## src/rtl/lstm_fwd_seq.sv

```systemverilog
// Forward-propagation sequencer for one LSTM gate: runs MAC dot products per cell/timestep, drains, writes.
// Optional performance counters (stall_cnt, cyc_cnt) are enabled with `define LSTM_FWD_SEQ_PERF_EN.
module lstm_fwd_seq #(
    parameter int ADDR_WIDTH = 12,
    parameter int NUM_CELL   = 8,
    parameter int NUM_INPUT  = 53,
    parameter int TIMESTEP   = 7,
    parameter int DELAY      = 2
) (
    input  logic                  clk,
    input  logic                  rst,
    input  logic                  start,
    input  logic                  abort,
    input  logic                  stall,
    output logic                  mac_clr,
    output logic                  mac_en,
    output logic                  rec_sel,
    output logic                  rec_zero,
    output logic [ADDR_WIDTH-1:0] rd_addr,
    output logic [ADDR_WIDTH-1:0] w_addr,
    output logic                  wr_en,
    output logic [ADDR_WIDTH-1:0] wr_addr,
    output logic                  busy,
    output logic                  done
`ifdef LSTM_FWD_SEQ_PERF_EN
    ,
    output logic [31:0]           stall_cnt,
    output logic [31:0]           cyc_cnt
`endif
);
    localparam int K          = NUM_INPUT + NUM_CELL;
    localparam int KW         = $clog2(K);
    localparam int CW         = (NUM_CELL > 1) ? $clog2(NUM_CELL) : 1;
    localparam int TW         = (TIMESTEP > 1) ? $clog2(TIMESTEP) : 1;
    localparam int DW         = (DELAY > 1) ? $clog2(DELAY) : 1;
    localparam int DRAIN_LAST = (DELAY > 0) ? DELAY - 1 : 0;
    localparam logic SKIP_DRAIN = (DELAY == 0);

    // Address arithmetic is done at ADDR_WIDTH, so the address spaces must fit.
    if ((64'(NUM_CELL) * 64'(K) > (64'd1 << ADDR_WIDTH)) ||
        (64'(TIMESTEP) * 64'(NUM_INPUT) > (64'd1 << ADDR_WIDTH))) begin : g_param_check
        $error("lstm_fwd_seq: address space exceeds ADDR_WIDTH");
    end

    typedef enum logic [2:0] {
        S_IDLE  = 3'd0,
        S_LOAD  = 3'd1,
        S_MAC   = 3'd2,
        S_DRAIN = 3'd3,
        S_WRITE = 3'd4,
        S_DONE  = 3'd5
    } state_t;

    state_t          state_q, state_d;
    logic [KW-1:0]   k_q, k_d;
    logic [CW-1:0]   cell_q, cell_d;
    logic [TW-1:0]   t_q, t_d;
    logic [DW-1:0]   drain_q, drain_d;

    logic [ADDR_WIDTH-1:0] k_a, c_a, t_a;
    assign k_a = ADDR_WIDTH'(k_q);
    assign c_a = ADDR_WIDTH'(cell_q);
    assign t_a = ADDR_WIDTH'(t_q);

    // State and counter registers
    always_ff @(posedge clk or negedge rst) begin
        if (!rst) begin
            state_q <= S_IDLE;
            k_q     <= '0;
            cell_q  <= '0;
            t_q     <= '0;
            drain_q <= '0;
        end else begin
            state_q <= state_d;
            k_q     <= k_d;
            cell_q  <= cell_d;
            t_q     <= t_d;
            drain_q <= drain_d;
        end
    end

    // Next-state, counter update and combinational outputs
    always_comb begin
        state_d  = state_q;
        k_d      = k_q;
        cell_d   = cell_q;
        t_d      = t_q;
        drain_d  = drain_q;
        mac_clr  = 1'b0;
        mac_en   = 1'b0;
        rec_sel  = 1'b0;
        rec_zero = 1'b0;
        rd_addr  = {ADDR_WIDTH{1'b0}};
        w_addr   = {ADDR_WIDTH{1'b0}};
        wr_en    = 1'b0;
        wr_addr  = {ADDR_WIDTH{1'b0}};
        busy     = (state_q != S_IDLE);
        done     = 1'b0;

        case (state_q)
            S_IDLE: begin
                if (start) begin
                    state_d = S_LOAD;
                end else begin
                    state_d = S_IDLE;
                end
            end
            S_LOAD: begin
                mac_clr = 1'b1;
                k_d     = '0;
                state_d = S_MAC;
            end
            S_MAC: begin
                w_addr = c_a * ADDR_WIDTH'(K) + k_a;
                if (k_q < KW'(NUM_INPUT)) begin
                    rd_addr = t_a * ADDR_WIDTH'(NUM_INPUT) + k_a;
                end else begin
                    rec_sel = 1'b1;
                    if (t_q == '0) begin
                        rec_zero = 1'b1;
                    end else begin
                        rd_addr = (t_a - ADDR_WIDTH'(1)) * ADDR_WIDTH'(NUM_CELL)
                                  + (k_a - ADDR_WIDTH'(NUM_INPUT));
                    end
                end
                if (!stall) begin
                    mac_en = 1'b1;
                    if (k_q == KW'(K - 1)) begin
                        k_d     = '0;
                        drain_d = '0;
                        state_d = SKIP_DRAIN ? S_WRITE : S_DRAIN;
                    end else begin
                        k_d = k_q + KW'(1);
                    end
                end else begin
                    state_d = S_MAC;
                end
            end
            S_DRAIN: begin
                if (drain_q == DW'(DRAIN_LAST)) begin
                    state_d = S_WRITE;
                end else begin
                    drain_d = drain_q + DW'(1);
                end
            end
            S_WRITE: begin
                wr_en   = 1'b1;
                wr_addr = t_a * ADDR_WIDTH'(NUM_CELL) + c_a;
                if (cell_q == CW'(NUM_CELL - 1)) begin
                    if (t_q == TW'(TIMESTEP - 1)) begin
                        state_d = S_DONE;
                    end else begin
                        cell_d  = '0;
                        t_d     = t_q + TW'(1);
                        state_d = S_LOAD;
                    end
                end else begin
                    cell_d  = cell_q + CW'(1);
                    state_d = S_LOAD;
                end
            end
            S_DONE: begin
                done    = 1'b1;
                k_d     = '0;
                cell_d  = '0;
                t_d     = '0;
                drain_d = '0;
                state_d = S_IDLE;
            end
            default: begin
                state_d = S_IDLE;
            end
        endcase

        // Abort wins over every other transition and suppresses any pending write/done.
        if (abort && (state_q != S_IDLE)) begin
            state_d = S_IDLE;
            k_d     = '0;
            cell_d  = '0;
            t_d     = '0;
            drain_d = '0;
            wr_en   = 1'b0;
            done    = 1'b0;
        end else begin
            state_d = state_d;
        end
    end

`ifdef LSTM_FWD_SEQ_PERF_EN
    logic [31:0] stall_cnt_q, cyc_cnt_q;

    // Saturating busy-cycle and MAC-stall counters, cleared on start acceptance
    always_ff @(posedge clk or negedge rst) begin
        if (!rst) begin
            stall_cnt_q <= 32'd0;
            cyc_cnt_q   <= 32'd0;
        end else if ((state_q == S_IDLE) && start) begin
            stall_cnt_q <= 32'd0;
            cyc_cnt_q   <= 32'd0;
        end else begin
            if (busy && (cyc_cnt_q != {32{1'b1}})) begin
                cyc_cnt_q <= cyc_cnt_q + 32'd1;
            end else begin
                cyc_cnt_q <= cyc_cnt_q;
            end
            if ((state_q == S_MAC) && stall && (stall_cnt_q != {32{1'b1}})) begin
                stall_cnt_q <= stall_cnt_q + 32'd1;
            end else begin
                stall_cnt_q <= stall_cnt_q;
            end
        end
    end

    assign stall_cnt = stall_cnt_q;
    assign cyc_cnt   = cyc_cnt_q;
`endif

endmodule
```

## config.mk

```make
export PLATFORM = sky130hd
export DESIGN_NAME = lstm_fwd_seq
export DESIGN_NICKNAME = d
export VERILOG_FILES = /design/src/rtl/lstm_fwd_seq.sv
export SDC_FILE = /design/constraint.sdc
export NUM_CORES = 1
export LEC_CHECK = 0
export BUFFER_PORTS_ARGS = -buffer_cell sky130_fd_sc_hd__clkbuf_2
export CORE_MARGIN = 1.5
export CORE_UTILIZATION = 51
export CTS_BUF_LIST = sky130_fd_sc_hd__clkbuf_16
export CTS_CLUSTER_DIAMETER = 50
export DETAILED_ROUTE_END_ITERATION = 8
export HOLD_SLACK_MARGIN = 0.15
export PLACE_DENSITY = 0.74
export SETUP_SLACK_MARGIN = 0.05
export SLEW_MARGIN = 20
export SYNTH_ARGS = -nofsm -noshare
export SYNTH_HDL_FRONTEND = slang
export SYNTH_SLANG_ARGS = --single-unit
```

## constraint.sdc

```tcl
create_clock -name clk -period 3.3 [get_ports clk]
set_input_delay 0.165 -clock clk [delete_from_list [all_inputs] [get_ports clk]]
set_output_delay 0.165 -clock clk [all_outputs]
set_load 0.02 [all_outputs]
```

======== Word level (Yosys, flattened, before mapping) ========
Cells that the tools add are included.
storage, ports and cells
  bits of input ports ..................... 5
  register bits after elaboration ......... 16
  word-level logic and storage cells ...... 88
  output and inout port bits .............. 43
cells by class
  reduce and logical (&&, ||, !) cells .... 13
  multipliers ............................. 2
  order comparisons ....................... 1
  equality and inequality tests ........... 15
  multiplexer cells ....................... 42
  add/subtract/negate cells ............... 10
operators by type and width
  cell                 number
  $mux 12              3
  $mux 3               12
  $add 9x6->10         2
  $mul 3x6->9 const B  2
  $mux 6               3
  $mux 1               17
  $ne 3x3->1 const B   5
  $pmux 3 s5           1
  $eq 3x3->1 const B   4
  $pmux 3 s2           2
  $pmux 6 s2           1
  $mux 10              1
  $reduce_bool 3->1    3
  $add 7x7->8          1
  $ne 4x4->1 const B   2
  $add 6x3->7          1
  $mux 7               1
  $sub 6x6->7 const B  1
  $add 3x1->3 const B  2
  $add 6x1->6 const B  1
  $eq 3x2->1 const B   2
  $eq 6x6->1 const B   1
  $logic_not 3->1      2
  $lt 6x6->1 const B   1
  other kinds (9)      12

======== Depth between registers and ports, before layout ========
Gate-level depths: netlist (run 1).
  depth after elaboration ................. 5
  depth in mapped cells ................... 10
  mapped depth without buffers ............ 10

======== Worst setup path after synthesis (run 1) ========
Ideal clock, no wire load.
  path type ............................... reg-to-output
  start point ............................. reg cell_q[0]
  end point ............................... out w_addr[8]
  arrival ................................. 2.896 ns
  data required time ...................... 3.135 ns
  cell stages (with the launch flop) ...... 10
  buffers on the path ..................... 0
  path slack .............................. 0.239 ns
  cells stage by stage .................... dfrtp_1 fa_1 inv_1 fa_1 inv_1 ha_1 o21ai_0 o21a_1 or3_1 a21oi_1
between the ends
  word-level cells in the longest chain between the ends .. 3
ends and longest elaborated chain
  what                    line  RTL
  start, declared         56    logic [CW-1:0] cell_q, cell_d;
  start signal, assigned  76    cell_q <= cell_d;
  $mul 3x6->9             114   w_addr = c_a * ADDR_WIDTH'(K) + k_a;
  $add 9x6->10            114
  $mux 10                 100   case (state_q)
  end, declared           20    output logic [ADDR_WIDTH-1:0] w_addr,
No other way between the ends.

======== Worst setup path after layout (run 1) ========
  start point ............................. reg cell_q[1]
  end point ............................... out w_addr[8]
The elaborated chain is that of the path after synthesis.

==> results of run 1 <==
[cell families after synthesis]
logic type / Yosys count / synth area share, %
AND/OR/NAND/NOR: 108 / 21.8
multiplexers: 4 / 1.52
buffers and inverters: 51 / 8.62
XOR/XNOR: 12 / 3.87
flip-flops: 16 / 14.7
AO/OA/AOI/OAI: 89 / 21.8
other: 1 / 0.138
adder cells (fa/ha/maj): 55 / 27.6
[per-layer routing]
metal	routed length [um]	GRT usage, %	share of wire (%)
met4	25	3.70	0.38
met1	3240	31.4	50
met2	3070	37.7	47
met3	207	1.45	3.2
met5	0	0	0
[flip-flops by register name (all words and copies together), names as in the netlist]
signal   flops
k_q          6
cell_q       3
state_q      3
t_q          3
drain_q      1
[final cells by class]
class | count | area share [%]
timing repair buffer | 48 | 8.66
inverter | 33 | 4.01
multi-input combinational | 276 | 68.9
clock inverter | 1 | 0.121
clock buffer | 3 | 2.43
tap | 70 | 2.83
sequential | 16 | 13.0
[placed cells by master, fill, tap and decap left out, types with 9 or more instances in the layout]
cell / netlist / final
buf_4: 9 / 9
o211ai_1: 11 / 11
a21oi_1: 20 / 20
clkbuf_2: 0 / 38
inv_1: 33 / 33
o21ai_0: 18 / 17
ha_1: 47 / 45
nand3_1: 12 / 12
dfrtp_1: 16 / 15
nor2_1: 25 / 25
nand2_1: 15 / 15
[worst max-delay path by stage]
stage | cells past startpoint | slack, ps | endpoint | from
after floorplan | 9 | 240 | w_addr[8] | cell_q[0]
after global placement | 10 | 250 | w_addr[8] | cell_q[1]
after detailed placement | 10 | 190 | w_addr[8] | cell_q[1]
after CTS | 10 | 60 | w_addr[8] | cell_q[1]
after global routing | 10 | 40 | w_addr[8] | cell_q[1]
final | 10 | 150 | w_addr[8] | cell_q[1]
[cell usage after synthesis, types with 5 or more instances]
library cell and instances:
a21oi_1 20, and3_1 5, buf_4 9, clkbuf_1 7
dfrtp_1 16, fa_1 8, ha_1 47, inv_1 33
nand2_1 15, nand2b_1 6, nand3_1 12, nor2_1 25
nor2b_1 8, nor3_1 7, o211ai_1 11, o21a_1 7
o21ai_0 18, xnor2_1 6, xor2_1 6
[stage by stage]
stage	hold WS, ps	setup slack, ps
6_report	293	148
5_1_grt	316	42.7
4_1_cts	279	63.9
3_5_place_dp	121	189
3_3_place_gp	117	252
2_1_floorplan	-131	239
[where the power goes]
part / internal, mW / leakage [nW] / total [mW] / switching, mW
logic: 0.316 / 1.33 / 0.796 / 0.480
registers: 0.229 / 0.217 / 0.302 / 0.0725
clock network: 0.161 / 0.0385 / 0.235 / 0.0743
[repair_timing]
item,CTS,global route
gates resized for setup,3,5
gates cloned,0,0
setup buffers,2,0
endpoints found under the setup margin,1,2
pin swaps,1,1
hold endpoints to repair,16,0
hold buffers,1,0
==> summary.md, run 1 <==
| Metric | Value |
|---|---|
| Slowest stage delay, CP | `560 ps` |
| PortBufs | `39` |
| Congestion Overflow GR | `0` |
| Reg2Reg Depth | `4` |
| Final wirelength | `6540 um` |
| Worst Hold Endpoint | `state_q[2]` |
| Final setup fails | `0` |
| Placed Cells | `440` |
| Area grow syn2layout | `13.8%` |
| Synthesized cell area | `about 0.0027 sq mm` |
| First-pass GRT wire length | `~11000 um` |
| Clk buf depth | `2` |
| DR vias | `about 2500` |
| Worst reg-to-reg setup slack | `roughly 1200 ps` |
| Status | `complete, no violations` |
| Wirelength per Cell | `~15 um` |
| Synth Flop Type | `dfrtp_1` |
| Fmax | `317 MHz` |
| Headroom to the max-slew limit | `about half` |
| Detailed Routing Iterations Pass 1 | `4` |
| Mapped Avg Cell Area | `about 8.1 sq um` |
| Final std cells w/o fill | `about 450` |
| Design area | `roughly 0.0031 sq mm` |
| #FFs+latches synth | `16` |
| CP endpoint kind | `output pin` |
| Critical-path top delay cell | `fa_1` |
| Peak supply drop | `roughly 0.42 mV` |
| Post-synth EDFFs | `0` |
| Reg clk slew, reported paths | `~50 ps` |
| Initial Utilization | `53.2%` |
| DRC | `0` |
| Mapped Cells | `roughly 340` |
| Final Power | `~1.3 mW` |
| Total track usage | `approximately 22%` |
| Ys async rst share | `100%` |
| Worst path arrival time | `between 2000 and 3000 ps` |
| Htree depth | `1` |
| Critical path class | `reg2out` |
| Placed instance area | `just under 0.003 sq mm` |
| Area of the core | `approximately 0.005 sq mm` |
| Hold path start | `abort` |
| Leakage power | `around 1.6 nW` |
| RSZ-0062 raised after global routing | `no` |
| Most area-hungry cell type in the Yosys netlist | `ha_1` |
| Vias per cell | `5.67` |
| Final Skew | `2.92 ps` |
| Type of origin of the critical path | `flip-flop` |
| Worst path cell trace | `fa_1 > inv_1 > fa_1 > inv_1 > ha_4 > o21ai_2 > o21a_1 > or3_1 > a21oi_1 > buf_4` |
| Total Nets Final | `between 400 and 500` |
| # rows | `26` |
| Worst-margin pin slew | `around 730 ps` |
| ANT nets after route | `0` |
| Fin crit period | `3150 ps` |
| Slew Limit Fails | `0` |
| PwrDens | `approximately 430 mW/mm^2` |
| Total of max-cap violations | `0` |
| Die height | `76.0 um` |
| Fin util | `60.5%` |
| CTS buffer count | `3` |
| Req. time, crit path | `around 3100 ps` |
| Yosys warnings | `0` |
| Synth unique cells | `between 50 and 60` |
| Antenna diode count | `0` |
| Crit Path Max Fanout | `3` |
| Vias in the first global route | `approximately 2300` |
| Routability cong. | `~0.92` |
| Initial DRC Count | `177` |
| Reg area | `between 400 and 500 sq um` |
| Clock Tree Root | `clkbuf_16` |
| Clk sinks | `16` |
| Final Hold Vio Count | `0` |
| Hold Crit Class | `in2reg` |
| Area share of the largest cell type after synthesis | `a little over a fifth` |
| Worst hold path stage count | `2` |
| Multi-input logic area | `around 0.0021 sq mm` |
| Clk_lat worst skew | `around 240 ps` |
| Die ar. | `roughly 0.0058 sq mm` |
| Fillcell total | `about 480` |
| Reg-to-reg critical path startpoint | `state_q[2]` |
| Initial antenna violation count | `0` |
| Share of layout cells above drive strength 1 | `~17%` |
| Sequential area share after synthesis | `~15%` |
| CTS tree | `done` |
| Tcrit/Tclk final | `a little over nine tenths` |
| Dpl hpwl | `~5000 um` |
| Fin Setup TNS | `0 ps` |
| Synth area leaders | `ha_1 (22%), dfrtp_1 (15%), fa_1 (5.9%)` |
| Buf+Inv Stages, Crit Path | `3` |
| IO Count | `48` |
| Largest net degree at the start of global routing | `22` |
| Die width | `roughly 76 um` |
| CP top delay family | `adder cells` |
| Worst R2R End | `k_q[0]` |
Note: power is estimated with default switching activity, not from simulation.
==> inputs of run 2 (changes only) <==
--- a/config.mk
+++ b/config.mk
@@ -5,6 +5,7 @@
 export SDC_FILE = /design/constraint.sdc
 export NUM_CORES = 1
 export LEC_CHECK = 0
+export ABC_AREA = 1
 export BUFFER_PORTS_ARGS = -buffer_cell sky130_fd_sc_hd__clkbuf_2
 export CORE_MARGIN = 1.5
 export CORE_UTILIZATION = 51
@@ -13,6 +14,7 @@
 export DETAILED_ROUTE_END_ITERATION = 8
 export HOLD_SLACK_MARGIN = 0.15
 export PLACE_DENSITY = 0.74
+export RECOVER_POWER = 50
 export SETUP_SLACK_MARGIN = 0.05
 export SLEW_MARGIN = 20
 export SYNTH_ARGS = -nofsm -noshare
==> summary.md, run 2 <==
| Metric | Value |
|---|---|
| Share of layout cells above drive strength 1 | `about 14%` |
| CP top delay family | `adder cells` |
| Comb pwr share | `about 73%` |
| Initial Utilization | `53.3%` |
| Final wirelength | `between 6000 and 7000 um` |
| Buf+Inv Stages, Crit Path | `3` |
| Fin util | `about three fifths` |
| Final Hold Vio Count | `0` |
| Met2 usage in global routing | `around 35%` |
| Post-synth top cells | `nand2_1 (93), inv_1 (66), ha_1 (47)` |
| Crit Path Max Fanout | `6` |
| Req. time, crit path | `around 3100 ps` |
| Synth Flop Type | `dfrtp_1` |
| Total of max-cap violations | `0` |
| Max reg flops | `6` |
| Reg-to-reg critical path startpoint | `state_q[2]` |
| Congestion Overflow GR | `0` |
| Leakage power | `about 1.8 nW` |
| Wirelength per Cell | `~12 um` |
| GRT met1 Usage | `between 30% and 40%` |
| CP endpoint kind | `output pin` |
| Fillcell total | `approximately 540` |
| Peak supply drop | `0.634 mV` |
| Vias in the first global route | `~2500` |
| Type of origin of the critical path | `flip-flop` |
| P_sw | `1.16 mW` |
| Critical-path top delay cell | `fa_1` |
| Status | `complete, no violations` |
| Placed Cells | `515` |
| Largest net degree at the start of global routing | `17` |
| Die width | `roughly 76 um` |
| Met3 GRT Util | `~2.2%` |
| Htree depth | `1` |
| Mapped Avg Cell Area | `roughly 6.7 sq um` |
| DRC | `0` |
| Area of the core | `slightly above 0.005 sq mm` |
| Fin Setup TNS | `0 ps` |
| Fmax | `331 MHz` |
| Biggest register | `k_q` |
| PwrDens | `~690 mW/mm^2` |
| First-pass GRT wire length | `~11000 um` |
| Most common cell in the netlist | `nand2_1` |
| Tcrit/Tclk final | `91.4%` |
| Register share of total power | `between 10% and 20%` |
| Clock Tree Root | `clkbuf_16` |
| CTS tree | `done` |
| Hold Crit Class | `in2reg` |
| Switching part of the total | `55.0%` |
| Detailed Routing Iterations Pass 1 | `4` |
| Commonest non-fill, non-tap cell in the layout | `nand2_1` |
| Initial antenna violation count | `0` |
| Most Crowded Layer GR | `met2` |
| Slowest stage delay, CP | `about 590 ps` |
| Mapped Cells | `roughly 400` |
| Synth unique cells | `31` |
| Routability cong. | `a little under 0.9` |
| Final setup fails | `0` |
| Placed instance area | `0.00297 sq mm` |
| Area grow syn2layout | `12.2%` |
| Sequential area share after synthesis | `~15%` |
| # rows | `26` |
| Most frequent cells in the layout | `nand2_1 (95), inv_1 (66), ha_1 (46)` |
| Slew Limit Fails | `0` |
| Ys async rst share | `100%` |
| Total track usage | `between 20% and 30%` |
| Final std cells w/o fill | `about 520` |
| Final Power | `about 2.1 mW` |
| Clk_lat worst skew | `~240 ps` |
| Post-synth EDFFs | `0` |
| Design area | `0.00308 sq mm` |
| Die height | `76.3 um` |
| Hold path start | `stall` |
| Synth area leaders | `ha_1 (21%), dfrtp_1 (15%), nand2_1 (13%)` |
| Fin crit period | `a little over 3000 ps` |
| CTS buffer count | `3` |
| P_int | `around 950 uW` |
| Setup crit start | `cell_q[0]` |
| Final Skew | `4.03 ps` |
| Dpl hpwl | `between 5000 and 6000 um` |
| #FFs+latches synth | `16` |
| Worst path arrival time | `between 2000 and 3000 ps` |
| ANT nets after route | `0` |
| Reg clk slew, reported paths | `about 50 ps` |
| DR vias | `2661` |
| PortBufs | `39` |
| Synthesized cell area | `between 0.002 and 0.003 sq mm` |
| IO Count | `48` |
| Clk buf depth | `2` |
| Yosys warnings | `0` |
| Die ar. | `between 0.005 and 0.006 sq mm` |
| Area share of the largest cell type after synthesis | `between 20% and 30%` |
| Most area-hungry cell type in the Yosys netlist | `ha_1` |
| Worst path cell trace | `fa_1 > inv_1 > fa_1 > inv_1 > ha_4 > a21oi_2 > nor2_1 > nor2_2 > a21oi_1 > nor2_1 > clkbuf_2` |
| Worst-margin pin slew | `between 900 and 1000 ps` |
| RSZ-0062 raised after global routing | `no` |
| Vias per cell | `roughly 5` |
| Antenna diode count | `0` |
| Headroom to the max-slew limit | `between 30 and 40%` |
| Clk sinks | `16` |
| Critical path class | `reg2out` |
| Clock power share | `between 10 and 15%` |
| Total Nets Final | `515` |
| Initial DRC Count | `between 100 and 150` |
==> run 2: power by group through the flow <==
stage               registers (mW)  clock network [mW]  logic [mW]
finish                       0.336               0.236        1.54
CTS                          0.340               0.240        1.56
global placement             0.341                   0        1.52
global route                 0.347               0.250        1.76
detailed placement           0.344                   0        1.54
floorplan                    0.319                   0        1.19
==> run 2: layout make-up <==
| type | instances | area (sq um) | share of cell area, % |
|---|---|---|---|
| multi-input cells | 320 | 2000 | 65.0 |
| flip-flops and latches | 16 | 407 | 13.2 |
| repair buffers | 47 | 251 | 8.18 |
| inverters | 67 | 251 | 8.18 |
| well taps | 70 | 87.6 | 2.85 |
| clock buffers | 3 | 75.1 | 2.44 |
| clock inverters | 1 | 3.75 | 0.122 |
==> run 2: per-stage QoR <==
stage / worst slack (ps) / hold WS, ps
6_report: 282 / 271
5_1_grt: 51.7 / 323
4_1_cts: 71.3 / 272
3_5_place_dp: 335 / 117
3_3_place_gp: 412 / 113
2_1_floorplan: 447 / -131
==> run 2: worst paths after layout <==
check,to,slack [ps],cells past startpoint
hold / removal,state_q[1],270,4
hold reg to reg,drain_q,480,2
setup reg to reg,k_q[4],1290,6
setup / recovery,w_addr[7],280,11
min in group asynchronous,state_q[1],560,2
max in group asynchronous,k_q[0],2130,2
==> run 2: logic make-up after synthesis <==
family / Yosys count / synth area share (%)
flops: 16 / 14.6
xor+xnor: 9 / 2.88
fa+ha+maj: 55 / 27.3
compound gates: 55 / 11.3
other cells: 1 / 0.137
buf+inv: 81 / 12.9
simple gates: 193 / 30.9
==> run 2: worst register-to-register path: cells and delay by family, from the launching register on <==
| family | cells | cell delay [ps] |
|---|---|---|
| AND/OR/NAND/NOR | 3 | 210 |
| flip-flops | 1 | 490 |
| AO/OA/AOI/OAI | 2 | 940 |
| buffers and inverters | 1 | 210 |
==> run 2: layer usage <==
layer  up-vias  share of wire, %
met1      1182                49
met3        12               5.1
met5         -                 0
li1       1386                 -
met4         0               2.0
met2        81                44
==> run 2: timing repair <==
| action | 4_1_cts | 5_1_grt |
|---|---|---|
| endpoints found under the hold margin | 16 | 0 |
| gates resized for setup | 0 | 12 |
| endpoints found under the setup margin | 0 | 7 |
| hold buffers | 1 | 0 |
| setup buffers | 0 | 4 |
==> inputs of run 3 (changes only) <==
--- a/config.mk
+++ b/config.mk
@@ -7,13 +7,16 @@
 export LEC_CHECK = 0
 export ABC_AREA = 1
 export BUFFER_PORTS_ARGS = -buffer_cell sky130_fd_sc_hd__clkbuf_2
+export CELL_PAD_IN_SITES_DETAIL_PLACEMENT = 2
+export CELL_PAD_IN_SITES_GLOBAL_PLACEMENT = 2
 export CORE_MARGIN = 1.5
-export CORE_UTILIZATION = 51
+export CORE_UTILIZATION = 31
 export CTS_BUF_LIST = sky130_fd_sc_hd__clkbuf_16
 export CTS_CLUSTER_DIAMETER = 50
 export DETAILED_ROUTE_END_ITERATION = 8
 export HOLD_SLACK_MARGIN = 0.15
-export PLACE_DENSITY = 0.74
+export MAX_ROUTING_LAYER = met4
+export PLACE_DENSITY_LB_ADDON = 0.1
 export RECOVER_POWER = 50
 export SETUP_SLACK_MARGIN = 0.05
 export SLEW_MARGIN = 20
==> summary.md, run 3 (synthesis gave the netlist of run 2 again) <==
| Metric | Value |
|---|---|
| Largest net degree at the start of global routing | `17` |
| Total track usage | `19.7%` |
| Fillcell total | `between 1000 and 1500` |
| Final setup fails | `0` |
| ANT nets after route | `0` |
| Htree depth | `1` |
| Worst-margin pin slew | `approximately 1100 ps` |
| DR vias | `roughly 2800` |
| Area grow syn2layout | `15.0%` |
| Area of the core | `0.00864 sq mm` |
| Worst reg-to-reg setup slack | `650 ps` |
| Antenna diode count | `0` |
| First-pass GRT wire length | `between 10000 and 15000 um` |
| Clk buf depth | `2` |
| Die ar. | `around 0.0094 sq mm` |
| Final Skew | `roughly 2.4 ps` |
| Most frequent cells in the layout | `nand2_1 (95), inv_1 (65), ha_1 (46)` |
| Congestion Overflow GR | `0` |
| Reg clk slew, reported paths | `about 50 ps` |
| Hold path start | `stall` |
| Detailed Routing Iterations Pass 1 | `4` |
| Initial antenna violation count | `0` |
| Worst hold path stage count | `4` |
| Biggest register | `k_q` |
| Worst path arrival time | `between 2000 and 3000 ps` |
| Slowest stage delay, CP | `590 ps` |
| Commonest non-fill, non-tap cell in the layout | `nand2_1` |
| Fin util | `36.5%` |
| Clk sinks | `16` |
| Vias in the first global route | `slightly below 3000` |
| Reg2Reg Depth | `6` |
| DRC | `0` |
| Worst R2R End | `k_q[4]` |
| Tcrit/Tclk final | `between 90% and 100%` |
| Fin crit period | `approximately 3000 ps` |
| Initial Utilization | `around a third` |
| Peak supply drop | `roughly 0.39 mV` |
| Comb pwr share | `about three quarters` |
| Vias per cell | `about 4.9` |
| Reg-to-reg critical path startpoint | `state_q[2]` |
| Final std cells w/o fill | `approximately 570` |
| PwrDens | `roughly 730 mW/mm^2` |
| IO Count | `48` |
| Headroom to the max-slew limit | `between 20 and 30%` |
| Clock Tree Root | `clkbuf_16` |
| Placed Cells | `556` |
| Slew Limit Fails | `0` |
| Initial DRC Count | `66` |
| Routability cong. | `around 0.8` |
| Final Hold Vio Count | `0` |
| Final Power | `approximately 2.3 mW` |
| Status | `complete, no violations` |
| Clk_lat worst skew | `around 250 ps` |
| Type of origin of the critical path | `flip-flop` |
| Wirelength per Cell | `around 16 um` |
| Clock power share | `roughly a tenth` |
| CTS buffer count | `3` |
| CP endpoint kind | `output pin` |
| Worst Hold Endpoint | `state_q[1]` |
| Switching part of the total | `~57%` |
| Fin Setup TNS | `0 ps` |
| Critical path class | `reg2out` |
| Dpl hpwl | `about 7300 um` |
| Die width | `slightly below 100 um` |
| Total of max-cap violations | `0` |
| Critical-path top delay cell | `fa_1` |
| Share of layout cells above drive strength 1 | `~15%` |
| P_int | `994 uW` |
| Max reg flops | `6` |
| # rows | `34` |
| Leakage power | `~1.8 nW` |
| Fmax | `~330 MHz` |
| RSZ-0062 raised after global routing | `no` |
| Die height | `roughly 97 um` |
| Hold Crit Class | `in2reg` |
| PortBufs | `39` |
| Req. time, crit path | `around 3100 ps` |
| Final wirelength | `just under 9000 um` |
| CTS tree | `done` |
| Worst path cell trace | `fa_1 > inv_1 > fa_1 > inv_1 > ha_4 > a21oi_2 > nor2_1 > nor2_2 > a21oi_1 > nor2_1 > clkbuf_2` |
| Register share of total power | `between 10% and 20%` |
| Total Nets Final | `518` |
| Crit Path Max Fanout | `6` |
| P_sw | `1.30 mW` |
==> run 3: how the worst max path moves through the flow <==
stage	start	to	slack [ps]
6_report	cell_q[0]	w_addr[7]	250
5_1_grt	t_q[0]	rd_addr[8]	30
4_1_cts	cell_q[0]	w_addr[7]	60
3_5_place_dp	cell_q[0]	w_addr[7]	290
3_3_place_gp	cell_q[0]	w_addr[7]	370
2_1_floorplan	cell_q[0]	w_addr[7]	450
==> run 3: layer usage <==
| layer | share of wire (%) | up-vias | GRT usage, % |
|---|---|---|---|
| met5 | 0 | - | - |
| met3 | 2.2 | 2 | 1.95 |
| li1 | - | 1386 | - |
| met4 | 0.18 | 0 | 1.11 |
| met2 | 47 | 33 | 31.5 |
| met1 | 51 | 1365 | 28.3 |
==> run 3: through the flow <==
step | hold slack [ps] | setup slack [ps] | area (sq um)
finish | 263 | 249 | 3150
global placement | 132 | 374 | 3040
floorplan | -131 | 447 | 2770
CTS | 268 | 63.8 | 3140
global route | 321 | 26.1 | 3150
detailed placement | 132 | 293 | 3040
==> run 3: cell type report <==
type / instances / area (sq um) / area share, %
Multi-Input combinational cell: 320 / 2010 / 63.7
Sequential cell: 16 / 407 / 12.9
Timing Repair Buffer: 50 / 267 / 8.46
Inverter: 67 / 255 / 8.10
Tap cell: 108 / 135 / 4.29
Clock buffer: 3 / 75.1 / 2.38
Clock inverter: 1 / 3.75 / 0.119
==> run 3: power by group through the flow <==
stage	combinational (mW)	sequential, mW	clock, mW
6_report	1.71	0.341	0.245
5_1_grt	1.94	0.352	0.260
4_1_cts	1.72	0.343	0.252
3_5_place_dp	1.70	0.346	0
3_3_place_gp	1.64	0.340	0
2_1_floorplan	1.19	0.319	0
==> run 3: worst max-delay path: cells and delay by family (launching register included) <==
family,cells,cell delay (ps)
buffers and inverters,3,310
AND/OR/NAND/NOR,3,290
adder cells (fa/ha/maj),3,1360
flip-flops,1,440
AO/OA/AOI/OAI,2,240
==> run 3: repair_timing <==
action | 4_1_cts | 5_1_grt
hold buffers | 1 | 0
hold endpoints to repair | 16 | 0
endpoints found under the setup margin | 2 | 11
setup buffers | 0 | 4
resized for setup | 3 | 11
